File: src/rtl/ex_mem_reg.sv
// EX->MEM pipeline register: word-op sign extension, x0 write suppression, MEM forwarding source.
// Latency 1 cycle; outputs come only from registers. Define EX_MEM_SKID_EN for a registered-ready
// head+skid pair; otherwise a single head register whose ex_ready follows mem_ready combinationally.
module ex_mem_reg #(
    parameter int DATA_W = 64,
    parameter int RD_W   = 5,
    parameter int CTRL_W = 8,
    parameter int CNT_W  = 32
) (
    input  logic              clk,
    input  logic              rst_n,
    input  logic              flush,
    input  logic              ex_valid,
    output logic              ex_ready,
    input  logic [DATA_W-1:0] ex_res,
    input  logic              ex_word,
    input  logic [RD_W-1:0]   ex_rd,
    input  logic              ex_rd_wen,
    input  logic [CTRL_W-1:0] ex_mem_ctrl,
    input  logic [DATA_W-1:0] ex_store_data,
    output logic              mem_valid,
    input  logic              mem_ready,
    output logic [DATA_W-1:0] mem_res,
    output logic [RD_W-1:0]   mem_rd,
    output logic              mem_rd_wen,
    output logic [CTRL_W-1:0] mem_mem_ctrl,
    output logic [DATA_W-1:0] mem_store_data,
    output logic              fwd_wen,
    output logic [RD_W-1:0]   fwd_rd,
    output logic [DATA_W-1:0] fwd_data,
    output logic [CNT_W-1:0]  stall_cnt
);

    typedef struct packed {
        logic [DATA_W-1:0] res;
        logic [RD_W-1:0]   rd;
        logic              wen;
        logic [CTRL_W-1:0] ctrl;
        logic [DATA_W-1:0] sd;
    } ent_t;

    ent_t in_ent;
    ent_t h_ent;
    logic h_valid;
    logic accept;
    logic pop;

    // The EX shifter leaves *W results unextended; finish the job here.
    always_comb begin
        in_ent      = '0;
        in_ent.res  = ex_word ? {{(DATA_W-32){ex_res[31]}}, ex_res[31:0]} : ex_res;
        in_ent.rd   = ex_rd;
        in_ent.wen  = ex_rd_wen & (ex_rd != '0);
        in_ent.ctrl = ex_mem_ctrl;
        in_ent.sd   = ex_store_data;
    end

    assign accept = ex_valid & ex_ready;
    assign pop    = h_valid & mem_ready;

`ifdef EX_MEM_SKID_EN
    ent_t s_ent;
    logic s_valid;

    assign ex_ready = ~s_valid;

    always_ff @(posedge clk or negedge rst_n) begin
        if (!rst_n) begin
            h_valid <= 1'b0;
            h_ent   <= '0;
            s_valid <= 1'b0;
            s_ent   <= '0;
        end else if (flush) begin
            h_valid <= 1'b0;
            s_valid <= 1'b0;
        end else if (!h_valid) begin
            if (accept) begin
                h_ent   <= in_ent;
                h_valid <= 1'b1;
            end
        end else if (pop) begin
            if (s_valid) begin
                h_ent   <= s_ent;
                s_valid <= 1'b0;
            end else if (accept) begin
                h_ent   <= in_ent;
            end else begin
                h_valid <= 1'b0;
            end
        end else if (accept) begin
            s_ent   <= in_ent;
            s_valid <= 1'b1;
        end
    end
`else
    assign ex_ready = ~h_valid | mem_ready;

    always_ff @(posedge clk or negedge rst_n) begin
        if (!rst_n) begin
            h_valid <= 1'b0;
            h_ent   <= '0;
        end else if (flush) begin
            h_valid <= 1'b0;
        end else if (accept) begin
            h_ent   <= in_ent;
            h_valid <= 1'b1;
        end else if (pop) begin
            h_valid <= 1'b0;
        end
    end
`endif

    // Saturating; flush deliberately leaves it alone.
    always_ff @(posedge clk or negedge rst_n) begin
        if (!rst_n) begin
            stall_cnt <= '0;
        end else if (h_valid && !mem_ready && !(&stall_cnt)) begin
            stall_cnt <= stall_cnt + 1'b1;
        end
    end

    assign mem_valid      = h_valid;
    assign mem_res        = h_ent.res;
    assign mem_rd         = h_ent.rd;
    assign mem_rd_wen     = h_ent.wen;
    assign mem_mem_ctrl   = h_ent.ctrl;
    assign mem_store_data = h_ent.sd;
    assign fwd_wen        = h_valid & h_ent.wen;
    assign fwd_rd         = h_ent.rd;
    assign fwd_data       = h_ent.res;

endmodule

File: config.mk
export PLATFORM = sky130hd
export DESIGN_NAME = ex_mem_reg
export DESIGN_NICKNAME = d
export VERILOG_FILES = /design/src/rtl/ex_mem_reg.sv
export SDC_FILE = /design/constraint.sdc
export NUM_CORES = 1
export LEC_CHECK = 0
export BUFFER_PORTS_ARGS = -buffer_cell sky130_fd_sc_hd__buf_2
export CORE_AREA = 2 2 153 155
export CTS_CLUSTER_DIAMETER = 60
export DETAILED_ROUTE_END_ITERATION = 10
export DIE_AREA = 0 0 155 157
export PLACE_DENSITY = 0.74
export SLEW_MARGIN = 20
export SYNTH_ARGS = -nofsm -noshare
export SYNTH_HDL_FRONTEND = slang
export SYNTH_SLANG_ARGS = --single-unit
File: constraint.sdc
create_clock -name clk -period 5.8 [get_ports clk]
set_input_delay 0 -clock clk [delete_from_list [all_inputs] [get_ports clk]]
set_output_delay 0 -clock clk [all_outputs]
set_load 0.01 [all_outputs]
# Word level (Yosys, flattened, before mapping)
# Index checks and enable logic that the tools add are counted.
[word_totals]
reg_bits = 175
inputBits = 148
out_inout_bits = 246
elab_cells = 27
[classes]
add_sub_neg = 1
n_mux = 4
n_bitwise = 7
reduce_logical = 8
[op_table]
columns = ["operator", "n"]
rows = [
  ["2-to-1 mux 64 bit", 1],
  ["adder 32 x 1 -> 32 bit (second input constant)", 1],
  ["AND reduction 32 bit", 1],
  ["nonzero test 5 bit", 1],
  ["bitwise AND 1 bit", 4],
  ["2-to-1 mux 1 bit", 3],
  ["nonzero test 3 bit", 1],
  ["logical AND 1 bit", 2],
  ["logical NOT 1 bit", 2],
  ["NOT 1 bit", 2],
  ["AND reduction 2 bit", 1],
  ["OR 1 bit", 1],
]

# Logic depth before layout (Yosys ltp)
[logic_depth]
depth_word = 5
ltp_mapped = 8
mapped_depth_nobuf = 6

# Least setup slack after synthesis
# No wires, ideal clock.
[synth_path]
path_type = "reg-to-reg"
from = "register stall_cnt[0]"
to = "register stall_cnt[30]"
setup_time_ns = 0.125
arrival_time_ns = 1.805
required_ns = 5.675
setup_slack_ns = 3.870
path_stages_with_launch = 8
n_path_buf = 1
synth_period_minus_slack_ns = 1.930
path_cell_list = "dfrtp_1 > ha_1 > nand2_1 > nor4_4 > and3_1 > buf_4 > nand3_2 > mux2_4"
[synth_via]
elab_chain_cells = 3
elab_cells_between_ends = 4
classes_between = "1 x add/sub; 3 x reduce/logical"
[synth_lines]
columns = ["item", "line_no", "rtl"]
rows = [
  ["from (decl)", "31", "output logic [CNT_W-1:0] stall_cnt"],
  ["from (signal assigned)", "118", "stall_cnt <= stall_cnt + 1'b1;"],
  ["parallel branches: the longest is 3 deep, another holds adder 32 x 1 -> 32 bit", "n/a", ""],
]
# Parallel ways; which one is timed is not known.
# A chain may end at the register's enable or synchronous reset.

# Final worst setup path
[layout_path]
from = "register h_valid (netlist: mem_valid)"
to = "register h_ent, in the netlist mem_rd_wen"
[layout_via]
elab_chain_cells = 4
[layout_lines]
columns = ["item", "line_no", "rtl"]
rows = [
  ["from (decl)", "44", "logic h_valid;"],
  ["from (signal assigned)", "100", "h_valid <= 1'b0;"],
  ["from (signal assigned)", "103", "h_valid <= 1'b0;"],
  ["from (signal assigned)", "106", "h_valid <= 1'b1;"],
  ["NOT 1 bit", "96", "assign ex_ready = ~h_valid | mem_ready;"],
  ["OR 1 bit", "96", ""],
  ["bitwise AND 1 bit", "58", "assign accept = ex_valid & ex_ready;"],
  ["AND reduction 2 bit (no source line)", "n/a", ""],
  ["to (signal assigned)", "105", "h_ent <= in_ent;"],
  ["to (decl)", "43", "ent_t h_ent;"],
]
# Every way passes these cells.

==> results_dict.tcl <==
set metrics [dict create \
    status "complete, no violations" \
    final_cell_mix "buf_2, dfrtp_1, dlygate4sd3_1" \
    synth_top_area_cell "dfrtp_1" \
    ys_top_cells_by_area "dfrtp_1, mux2_2, buf_4" \
    syn_inst 599 \
    place_congestion 0.796 \
    yosysUniqueCellTypes 40 \
    setup_viol 0 \
    yosysSeqAreaShare 0.571 \
    cts_tree "done" \
    power_density_mw_per_mm2 309 \
    min_period_over_period 0.483 \
    htreeDepth 4 \
    rr_worst_depth 7 \
    synth_area_mm2 0.00767 \
    antenna_left 0 \
    clk_pin_slew_ns 0.08 \
    r2r_end "mem_rd_wen$_DFFE_PN0P_" \
    ir_worst_vdd_uv 165 \
    cts_hold_buf 147 \
    synth-async-reset-ratio 1.00 \
    layout_commonest_cell "buf_2" \
    route.detailed.drc 0 \
    syn_to_final_growth_pct 49.0 \
    utilization 0.508 \
    cts-root-buf "clkbuf_16" \
    cp_max_fo 60 \
    synth_top_area_frac 0.571 \
    rows 55 \
    hold_viol_final 0 \
    cts_inserted_buffers 17 \
    die_area_mm2 0.0243 \
    yosysWarnings 0 \
    swShare 0.313 \
    via_count 6317 \
    tns_ns 0 \
    period_minus_slack_ns 2.80 \
    p_int_mw 2.42 \
    required_ns 6.14 \
    initialDrtViolationCount 302 \
    overflow 0 \
    start_util 0.341 \
    whs_ns 0.0341 \
    cts_num_sinks 175 \
    hp-class "in2async" \
    dp_slack_ns 3.37 \
    clkPwrFrac 0.322 \
    drive_gt1_frac 0.517 \
    cts.path.max_buffers 2 \
    rsz0062_at_grt "false" \
    routedWlPerCell_um 16.2 \
    fillers 1899 \
    grt_first_pass_wirelength_um 33800 \
    cap_violations 0 \
    yosys_register_bits 175 \
    io_buffers 393 \
    synth_flop_cell "dfrtp_1" \
    antenna_found_initial 0 \
    regToRegSetupSlack_ns 3.00 \
    postCtsSetupBuffers 0 \
    slew_viol_final 0 \
    p_leak_nw 5.47 \
    clk_latency_ns 0.42 \
    synth_edf_count 0 \
    finalPower_mw 3.53 \
    core_region_area_mm2 0.0225 \
    post_cts_resized 0 \
    seqPwrFrac 0.439 \
    max_slew_margin 0.264 \
    critPathKind "reg2reg" \
    grt_max_degree 77 \
    dp_hpwl_um 14100 \
    vias_per_cell 4.63 \
    die_h_um 157 \
    worstPathArrival_ns 3.14 \
    fin_skew_ns 0.0110 \
    syn_area_per_cell_um2 12.8 \
    worst_slew_pin_slew_ns 1.10 \
    grt_use_total 0.177 \
    pwr-share-comb 0.239 \
    switchingPower_mw 1.10 \
    wl_um 22200 \
    cp-start-kind "flop" \
    io_pins 394 \
    grt_pass1_vias 6473 \
    drt-pass1-iter-count 5 \
    die_w_um 155 \
    layout_setup_ws_ns 3.00 \
    regToRegStartpoint "mem_valid$_DFFE_PN0P_" \
    clock.fmax_ghz 0.357 \
    end_kind "flop" \
    syn_nets 748 \
    nNetsFinal 1213 \
]
-- layout make-up --
class	count	area, µm²	share of cell area
diodes	3	7.51	0.000657
clock buffers	18	439	0.0384
clock inverters	14	143	0.0125
inverters	2	10.0	0.000876
multi-input cells	323	2610	0.228
flip-flops and latches	175	4380	0.383
well taps	285	357	0.0312
repair buffers	545	3480	0.305
-- worst max-delay path: stages, from the launching register on --
cell           delay, ns
dfrtp_1             0.40
nor2b_2             0.22
nor3b_2             0.20
buf_4               0.43
buf_4               0.63
o211ai_1            0.16
dlygate4sd3_1       0.59
o21ai_0             0.07
-- worst max path at each step --
stage                                           to  slack, ns  cells past startpoint                startpoint
global route                mem_rd_wen$_DFFE_PN0P_       2.83                      7     mem_valid$_DFFE_PN0P_
global placement          fwd_data[21]$_DFFE_PN0P_       3.42                      5     mem_valid$_DFFE_PN0P_
CTS                         mem_rd_wen$_DFFE_PN0P_       2.99                      7     mem_valid$_DFFE_PN0P_
detailed placement  mem_store_data[11]$_DFFE_PN0P_       3.37                      5     mem_valid$_DFFE_PN0P_
finish                      mem_rd_wen$_DFFE_PN0P_       3.00                      7     mem_valid$_DFFE_PN0P_
floorplan                stall_cnt[30]$_DFFE_PN0P_       3.87                      7  stall_cnt[0]$_DFFE_PN0P_
-- flip-flops by register name, summed over array words and instances (netlist names) --
| signal | cells |
|---|---|
| mem_store_data | 64 |
| mem_mem_ctrl | 8 |
| mem_rd_wen | 1 |
| mem_valid | 1 |
| stall_cnt | 32 |
| fwd_rd | 5 |
| fwd_data | 64 |
-- synthesized netlist by cell type (7+ instances only) --
| master | n |
|---|---|
| a31oi_1 | 32 |
| buf_2 | 19 |
| buf_4 | 70 |
| clkbuf_1 | 7 |
| dfrtp_1 | 175 |
| mux2_2 | 110 |
| nand2_1 | 10 |
| nand2b_1 | 33 |
| nand3_1 | 17 |
| nand4_1 | 16 |
| nor2_1 | 39 |
| xnor2_1 | 25 |
-- metal layers --
layer / global-route usage / part of all wire / vias to the layer above
met2: 0.315 / 0.52 / 288
li1: - / - / 2939
met5: 0 / 0 / -
met1: 0.200 / 0.39 / 3055
met4: 0.0683 / 0.026 / 0
met3: 0.0534 / 0.068 / 35
-- kinds of logic after synthesis --
logic type	synth area share
buffers and inverters	0.0896
AND/OR/NAND/NOR	0.109
XOR/XNOR	0.0331
AO/OA/AOI/OAI	0.0312
multiplexers	0.165
adder cells (fa/ha/maj)	0.00163
flip-flops	0.571
-- power by group through the flow --
stage | sequential (mW) | combinational, mW | clock, mW
after floorplan | 1.64 | 0.395 | 0
after global placement | 1.56 | 0.749 | 0
after detailed placement | 1.57 | 0.761 | 0
after CTS | 1.55 | 0.840 | 1.18
after global routing | 1.58 | 0.909 | 1.24
final | 1.55 | 0.843 | 1.13
-- stage by stage --
| step | cells | cell area (µm²) |
|---|---|---|
| 5_1_grt | 1362 | 11400 |
| 3_3_place_gp | 1183 | 9360 |
| 3_5_place_dp | 1183 | 9360 |
| 4_1_cts | 1362 | 11400 |
| 2_1_floorplan | 599 | 7670 |
| 6_report | 1365 | 11400 |
(Power assumes the default switching activity.)
